==> src/rtl/bp_pkg.sv <==
`default_nettype none
// ----------------------------------------------------------------------------
// bp_pkg : shared FSM state and counter encodings for the branch predictor
// Rev 1.0
// ----------------------------------------------------------------------------
package bp_pkg;

  typedef enum logic [0:0] {
    IDLE  = 1'b0,
    CLEAR = 1'b1
  } bp_state_e;

  localparam logic [1:0] CTR_SNT   = 2'b00;
  localparam logic [1:0] CTR_WNT   = 2'b01;
  localparam logic [1:0] CTR_WT    = 2'b10;
  localparam logic [1:0] CTR_ST    = 2'b11;

  localparam logic [1:0] CTR_RESET = CTR_WNT;
  localparam logic [1:0] CTR_ALLOC = CTR_WT;

endpackage
`default_nettype wire

==> src/rtl/bp_sat_counter.sv <==
`default_nettype none
// ----------------------------------------------------------------------------
// bp_sat_counter : combinational 2-bit saturating increment/decrement
// Rev 1.0
// ----------------------------------------------------------------------------
module bp_sat_counter
  import bp_pkg::*;
(
  input  logic [1:0] i_ctr,
  input  logic       i_inc,
  output logic [1:0] o_ctr
);

  always_comb begin
    o_ctr = i_ctr;
    if (i_inc) begin
      if (i_ctr != CTR_ST) o_ctr = i_ctr + 2'd1;
    end else begin
      if (i_ctr != CTR_SNT) o_ctr = i_ctr - 2'd1;
    end
  end

endmodule
`default_nettype wire

==> src/rtl/branch_predictor.sv <==
`default_nettype none
// ----------------------------------------------------------------------------
// branch_predictor : direct-mapped tagged 2-bit predictor with target store,
// registered mispredict/redirect and a one-entry-per-cycle clear sweep
// Rev 1.0
// ----------------------------------------------------------------------------
module branch_predictor
  import bp_pkg::*;
#(
  parameter int XLEN      = 32,
  parameter int ENTRIES   = 16,
  parameter int IMM_SHIFT = 2
) (
  input  logic            clk,
  input  logic            reset_n,
  input  logic [XLEN-1:0] lookup_PC,
  output logic            predict_taken,
  output logic [XLEN-1:0] predict_PC,
  input  logic            resolve_valid,
  input  logic [XLEN-1:0] resolve_PC,
  input  logic [XLEN-1:0] resolve_imm,
  input  logic            resolve_taken,
  input  logic            resolve_pred_taken,
  input  logic [XLEN-1:0] resolve_pred_PC,
  input  logic            clear,
  output logic            busy,
  output logic            mispredict,
  output logic [XLEN-1:0] redirect_PC
);

  localparam int IDX_W = $clog2(ENTRIES);
  localparam int TAG_W = XLEN - IDX_W;

  bp_state_e         r_state;
  logic [IDX_W-1:0]  r_ptr;
  logic              r_valid  [ENTRIES];
  logic [TAG_W-1:0]  r_tag    [ENTRIES];
  logic [XLEN-1:0]   r_target [ENTRIES];
  logic [1:0]        r_ctr    [ENTRIES];
  logic              r_mispredict;
  logic [XLEN-1:0]   r_redirect;

  logic [IDX_W-1:0]  w_lk_idx;
  logic [TAG_W-1:0]  w_lk_tag;
  logic              w_lk_hit;
  logic              w_pred_taken;
  logic [IDX_W-1:0]  w_rs_idx;
  logic [TAG_W-1:0]  w_rs_tag;
  logic              w_rs_hit;
  logic [XLEN-1:0]   w_imm_off;
  logic [XLEN-1:0]   w_target;
  logic [XLEN-1:0]   w_correct;
  logic [1:0]        w_ctr_next;
  logic              w_mispredict;

  assign w_lk_idx     = lookup_PC[IDX_W-1:0];
  assign w_lk_tag     = lookup_PC[XLEN-1:IDX_W];
  assign w_lk_hit     = r_valid[w_lk_idx] && (r_tag[w_lk_idx] == w_lk_tag);
  assign w_pred_taken = (r_state == IDLE) && w_lk_hit && r_ctr[w_lk_idx][1];

  assign predict_taken = w_pred_taken;
  assign predict_PC    = w_pred_taken ? r_target[w_lk_idx] : lookup_PC + XLEN'(1);
  assign busy          = (r_state == CLEAR);

  assign w_rs_idx  = resolve_PC[IDX_W-1:0];
  assign w_rs_tag  = resolve_PC[XLEN-1:IDX_W];
  assign w_rs_hit  = r_valid[w_rs_idx] && (r_tag[w_rs_idx] == w_rs_tag);
  // Byte immediate becomes a word offset; sign must survive the shift.
  assign w_imm_off = XLEN'($signed(resolve_imm) >>> IMM_SHIFT);
  assign w_target  = resolve_PC + w_imm_off;
  assign w_correct = resolve_taken ? w_target : resolve_PC + XLEN'(1);

  assign w_mispredict = resolve_valid &&
                        ((resolve_pred_taken != resolve_taken) ||
                         (resolve_pred_PC != w_correct));

  bp_sat_counter u_sat (
    .i_ctr (r_ctr[w_rs_idx]),
    .i_inc (resolve_taken),
    .o_ctr (w_ctr_next)
  );

  always_ff @(posedge clk or negedge reset_n) begin
    if (!reset_n) begin
      r_state <= IDLE;
      r_ptr   <= '0;
      for (int i = 0; i < ENTRIES; i++) begin
        r_valid[i]  <= 1'b0;
        r_tag[i]    <= '0;
        r_target[i] <= '0;
        r_ctr[i]    <= CTR_RESET;
      end
    end else begin
      case (r_state)
        IDLE: begin
          if (resolve_valid) begin
            if (w_rs_hit) begin
              r_ctr[w_rs_idx] <= w_ctr_next;
              if (resolve_taken) r_target[w_rs_idx] <= w_target;
            end else if (resolve_taken) begin
              r_valid[w_rs_idx]  <= 1'b1;
              r_tag[w_rs_idx]    <= w_rs_tag;
              r_target[w_rs_idx] <= w_target;
              r_ctr[w_rs_idx]    <= CTR_ALLOC;
            end
          end
          if (clear) begin
            r_state <= CLEAR;
            r_ptr   <= '0;
          end
        end
        CLEAR: begin
          r_valid[r_ptr] <= 1'b0;
          r_ctr[r_ptr]   <= CTR_RESET;
          if (clear) begin
            r_ptr <= '0;
          end else begin
            r_ptr <= r_ptr + IDX_W'(1);
            if (r_ptr == IDX_W'(ENTRIES - 1)) r_state <= IDLE;
          end
        end
        default: r_state <= IDLE;
      endcase
    end
  end

  // Redirect is scored in every state so the pipe still recovers mid-sweep.
  always_ff @(posedge clk or negedge reset_n) begin
    if (!reset_n) begin
      r_mispredict <= 1'b0;
      r_redirect   <= '0;
    end else begin
      r_mispredict <= w_mispredict;
      if (resolve_valid) r_redirect <= w_correct;
    end
  end

  assign mispredict  = r_mispredict;
  assign redirect_PC = r_redirect;

endmodule
`default_nettype wire

==> config.mk <==
export PLATFORM = sky130hd
export DESIGN_NAME = branch_predictor
export DESIGN_NICKNAME = d
export VERILOG_FILES = /design/src/rtl/bp_pkg.sv /design/src/rtl/bp_sat_counter.sv /design/src/rtl/branch_predictor.sv
export SDC_FILE = /design/constraint.sdc
export NUM_CORES = 2
export LEC_CHECK = 0
export ABC_AREA = 0
export BUFFER_PORTS_ARGS = -buffer_cell sky130_fd_sc_hd__buf_2
export CAP_MARGIN = 10
export CORE_UTILIZATION = 57
export CTS_CLUSTER_SIZE = 20
export DETAILED_ROUTE_END_ITERATION = 6
export PLACE_DENSITY = 0.85
export REMOVE_ABC_BUFFERS = 1
export SETUP_SLACK_MARGIN = 0.05
export SYNTH_ARGS = -nofsm -noshare
export SYNTH_HDL_FRONTEND = slang
export SYNTH_SLANG_ARGS = --single-unit
export TNS_END_PERCENT = 50
==> constraint.sdc <==
create_clock -name clk -period 4.3 [get_ports clk]
set_clock_uncertainty 0.1 [all_clocks]
set_input_delay 0.43 -clock clk [delete_from_list [all_inputs] [get_ports clk]]
set_output_delay 0.43 -clock clk [all_outputs]
set_load 0.01 [all_outputs]
# Word level (Yosys, flattened, before mapping)
# Index checks and enable logic that the tools add are counted.
# totals
reg_bits	1046
latchBits	0
mem_bits_rw	0
romBits	0
in_bits	134
output_inout_bits	67
memories	0
# op_classes
add_sub_neg	6
multipliers	0
div	0
magnitude_cmp	5
eq_ne	11
shift	0
mux	56
bitwise_logic	14
n_reduce_logical	13
# ops
cell	n
bitwise mux 512 bit	1
bitwise mux 448 bit	1
two-way mux 32 bit	8
binary-select mux 28 bit (select 4 bit)	2
two-way mux 28 bit	5
binary-select mux 32 bit (select 4 bit)	1
demux 32 bit (select 4 bit)	1
demux 28 bit (select 4 bit)	1
adder 32 x 1 -> 32 bit, second input constant	2
case mux 32 bit (2 select lines)	1
equality test 28 bit	2
AND 16 bit	3
two-way mux 16 bit	3
inverter 16 bit	3
OR 16 bit	3
adder 32 bit	1
bitwise mux 32 bit	1
!= test 32 bit	1
case mux 16 bit (2 select lines)	1
two-way mux 2 bit	9
binary-select mux 2 bit (select 4 bit)	2
demux 2 bit (select 4 bit)	2
>= comparator 5 bit, second input constant	3
inverter 4 -> 5 bit	3
other kinds (21)	45

# Logic depth before layout (Yosys ltp)
# depth
ltp_word	11
depth_mapped	19
depth_no_buf	13

# Modules after synthesis
# From an unflattened synthesis, not the netlist that was laid out.
# hier_totals
hier_cells	4552
area_unflattened_um2	54813.8
# by_module_without_submodules
module	instances	cells_each	area_each_um2	seq_area_each_um2
branch_predictor	1	4549	54787.5	26195.1
bp_sat_counter	1	3	26.3	0.0

# Least setup slack after synthesis
# No wires, ideal clock.
# synth_timing
kind	in2reg
startpoint	in resolve_PC[1]
endpoint	reg r_mispredict (netlist: mispredict)
setup_time_ns	0.135
arrival_ns	4.140
setup_slack_ns	-0.075
stages	18
n_path_buf	6
cell_sequence	buf_6 buf_6 buf_6 buf_6 buf_4 buf_6 inv_1 fa_1 nand2b_1 a2111oi_0 nor2_1 a21o_1 a41o_1 or3_1 a2111oi_0 nand4_1 nor4_1 a21oi_1
# synth_via
elab_chain_len	5
# synth_lines
element	line	rtl
start, declared	branch_predictor.sv:20	input logic [XLEN-1:0] resolve_PC,
adder 32 x 1 -> 32 bit or adder 32 bit (tied branches)	branch_predictor.sv:71, branch_predictor.sv:70	
two-way mux 32 bit (*)	branch_predictor.sv:71	assign w_correct = resolve_taken ? w_target : resolve_PC + XLEN'(1);
!= test 32 bit (*)	branch_predictor.sv:75	(resolve_pred_PC != w_correct));
logical OR 1 bit (*)	branch_predictor.sv:74	((resolve_pred_taken != resolve_taken) ||
logical AND 1 bit (*)	branch_predictor.sv:73	assign w_mispredict = resolve_valid &&
named net w_mispredict	branch_predictor.sv:54	logic w_mispredict;
end signal, assigned	branch_predictor.sv:133	r_mispredict <= w_mispredict;
end, declared	branch_predictor.sv:40	logic r_mispredict;
# Mark *: on every way through the listed nets, which the timed path passes. The rest lies on a longest branch.
# A chain may end at the register's enable or synchronous reset.

# Final worst setup path
# layout_timing
startpoint	reg r_tag[18] (netlist bit)
endpoint	out predict_PC[1]
# layout_via
elab_chain_len	8
# layout_lines
element	line	rtl
start, declared	branch_predictor.sv:37	logic [TAG_W-1:0] r_tag [ENTRIES];
start signal, assigned by index	branch_predictor.sv:102	r_tag[w_rs_idx] <= w_rs_tag;
binary-select mux 28 bit (select 4 bit)	branch_predictor.sv:58	assign w_lk_hit = r_valid[w_lk_idx] && (r_tag[w_lk_idx] == w_lk_tag);
two-way mux 28 bit (implied by the code) (2 in a row)	branch_predictor.sv:58	
equality test 28 bit	branch_predictor.sv:58	
logical AND 1 bit	branch_predictor.sv:58	
logical AND 1 bit (2 in a row)	branch_predictor.sv:59	assign w_pred_taken = (r_state == IDLE) && w_lk_hit && r_ctr[w_lk_idx][1];
two-way mux 32 bit	branch_predictor.sv:62	assign predict_PC = w_pred_taken ? r_target[w_lk_idx] : lookup_PC + XLEN'(1);
end, declared	branch_predictor.sv:18	output logic [XLEN-1:0] predict_PC,
# Every way passes these cells. The select of a mux whose other input is x is not followed.

==> flow_metrics.tcl <==
set metrics [dict create \
    fp.coreArea_mm2 0.09657 \
    firstDrtPassIters 7 \
    synth-simple-area-share_pct 8.609 \
    ant_nets 0 \
    clk_pin_slew_ns 0.06 \
    htreeDepth 3 \
    yosysMostFrequentCell "dfrtp_1" \
    synth_xor_area_share_pct 2.677 \
    crit_arrival_ns 4.04 \
    cts_made_buffers 106 \
    hold_violations 0 \
    startpoint "r_tag[18]$_DFFE_PN0P_" \
    cap_violations 0 \
    async_reset_ff_share_pct 100.0 \
    area_delta_synth_final_pct 15.71 \
    drc 0 \
    grt_usage_pct 40.55 \
    sequentialPowerShare_pct 44.3 \
    hp-class "in2reg" \
    hpwl_mm 127.6 \
    io_pins 201 \
    ys_ff_latch 1046 \
    cts_sinks 1046 \
    cp_max_fo 17 \
    hp-start "resolve_PC[26]" \
    synth-compound-area-share_pct 8.264 \
    power.density_mw_per_mm2 362.5 \
    vias 44870 \
    yosys.area.top_type "dfrtp_1" \
    ys_seq_area_share_pct 47.22 \
    portBuffers 198 \
    wirelength_mm 198.9 \
    synth_common_cells "dfrtp_1 (1030), nand2_1 (714), o21ai_0 (568)" \
    clockPowerShare_pct 41.8 \
    wire_per_inst_um 31.70 \
    finalWorstSetupSlack_ns -0.2734 \
    nets 5062 \
    cp_data_required_time_ns 3.77 \
    drv_slew 0 \
    critPathKind "reg2out" \
    period_share_pct 106.4 \
    globalplace.congestion 1.053 \
    row_count 114 \
    violations "negative setup slack" \
    switching_share_pct 28.05 \
    tightest_slew_ns 1.083 \
    ys_warn_count 0 \
    synthTopCellsByArea "dfrtp_1 (46%), mux4_2 (18%), mux2_2 (5.8%)" \
    fmax_mhz 218.7 \
    grt_pass1_vias 45260 \
    start_util_pct 57.45 \
    grt_start_max_net_pins 110 \
    hold_slack_ns 0.07008 \
    fp.dieW_um 314.0 \
    combPwrFrac_pct 13.9 \
    drtIter0Drc 7034 \
    synth_top_family_by_area "multiplexers" \
    p_leak_nw 29.33 \
    dieArea_mm2 0.09857 \
    grt_overflow 0 \
    drive_gt1_share_pct 32.27 \
    synth_adder_area_share_pct 0.9744 \
    die_y_um 314.0 \
    outcome "complete, but fails checks" \
    cts-root-buf "clkbuf_16" \
    viasPerCell 7.150 \
    synth.area.mux_share_pct 28.30 \
    syn_avg_cell_area_um2 11.97 \
    power.switching_mw 6.527 \
    min_period_ns 4.573 \
    internal-power_mw 16.74 \
    max_slew_margin_pct 27.25 \
    synth-edff-count 0 \
    cts_tree "built" \
    place_ws_ns -0.5430 \
    dominantRegCellSynth "dfrtp_1" \
    cp-end-kind "primary output" \
    syn_area_mm2 0.05547 \
    finalSetupViolCount 32 \
    clockBufferDepth 3 \
    netlist_instances 4634 \
    netlist-cell-type-count 76 \
    antenna_found_initial 34 \
    power_mw 23.27 \
    grt_first_pass_wirelength_mm 292.5 \
    synth_top_area_share_pct 46.46 \
    ir_worst_vdd_mv 0.3597 \
    rsz0062_at_grt "true" \
    insertion_delay_ns 0.74 \
    reg2reg_from "r_tag[434]$_DFFE_PN0P_" \
    start_kind "register" \
]
==> area by class of cell <==
cell class                      instances  area [µm²]
Tap cell                             1276        1597
Fill cell                            6350       32370
Sequential cell                      1046       26200
Inverter                               42       157.7
Antenna cell                           23       57.56
Timing Repair Buffer                  587        5044
Clock inverter                         45       521.8
Clock buffer                          153        3099
Multi-Input combinational cell       3104       27520
==> cells by family (layout without fill, tap and decap cells) <==
group,count (synthesis),count (layout)
other cells,0,23
compound gates,828,828
mux,960,960
simple gates,1105,1105
fa+ha+maj,43,43
buf+inv,484,827
flops,1046,1046
xor+xnor,168,168
==> what timing repair did <==
item                                   in CTS  in global routing
cloned                                      3                  0
hold buffers                                2                  0
endpoints found under the hold margin      86                  0
buffers inserted                            3                  4
pin swaps                                  13                  9
setup endpoints to repair                  76                 53
resized for setup                          77                 29
==> flip-flops by register name, indices dropped and copies added, names as in the netlist <==
register and cells:
r_tag 448, r_target 512, busy 1, mispredict 1
r_ptr 4, r_valid 16, redirect_PC 32, r_ctr 32
==> cell usage in the layout, fill, tap and decap left out, types with 14 or more instances in the layout <==
master	n
clkbuf_1	20
inv_1	37
nor2_1	104
or2_2	16
nand4_1	41
dfrtp_1	1030
nor3_1	25
and3_1	23
mux2i_1	54
nand2_1	702
o211ai_1	19
mux2_2	285
nor2_4	18
buf_2	179
a21oi_1	84
clkinv_2	22
xnor2_1	94
mux4_2	440
xor2_1	68
and2_1	14
o21ai_0	568
clkbuf_16	106
buf_6	18
nand3_1	55
buf_4	307
ha_1	40
a31oi_1	20
buf_12	75
clkbuf_8	28
dfstp_2	16
diode_2	23
mux2_1	179
==> final timing paths <==
| path | end | slack, ns | depth (start not counted) |
|---|---|---|---|
| max in group asynchronous | r_tag[235]$_DFFE_PN0P_ | 2.50 | 3 |
| min in group asynchronous | r_target[9]$_DFFE_PN0P_ | 0.35 | 2 |
| worst min-delay path | r_tag[330]$_DFFE_PN0P_ | 0.07 | 2 |
| worst max-delay path | predict_PC[1] | -0.27 | 12 |
| worst min register to register | r_target[138]$_DFFE_PN0P_ | 0.38 | 2 |
| worst max register to register | r_tag[48]$_DFFE_PN0P_ | 0.04 | 11 |
==> per-layer routing <==
layer  vias up  routed length (µm)  global-route usage, %
li1      17410                   -                      -
met1     22370               65630                  48.50
met2      3915               86220                  58.97
met3      1167               30610                  18.65
met4        16               16390                  26.86
met5         -                  91                      0
==> worst max-delay path, stage by stage (launching register included) <==
cell     delay, ns
dfrtp_1       0.41
mux4_2        0.50
mux4_2        0.55
xnor2_2       0.20
buf_4         0.19
nand4_1       0.20
nor4_2        0.21
buf_4         0.16
nand3_4       0.08
buf_12        0.18
buf_12        0.17
mux2_2        0.31
buf_6         0.13
==> power by group through the flow <==
stage / logic, mW / registers (mW) / clock network [mW]
final: 3.23 / 10.3 / 9.73
after global routing: 3.37 / 10.3 / 10.1
after CTS: 3.09 / 10.3 / 9.68
after detailed placement: 3.03 / 10.5 / 0
after global placement: 2.97 / 10.5 / 0
after floorplan: 1.29 / 10.4 / 0
==> per-stage QoR <==
stage	instance area (µm²)	instances	utilization, %	setup TNS [ns]
finish	64190	6276	66.47	-6.533
global route	64150	6261	66.43	-6.252
CTS	63980	6251	66.26	-3.579
detailed placement	59890	6045	62.02	-195.21
global placement	59890	6045	62.02	-106.16
floorplan	53440	4192	-	-92.32
Note: power is estimated with default switching activity, not from simulation.
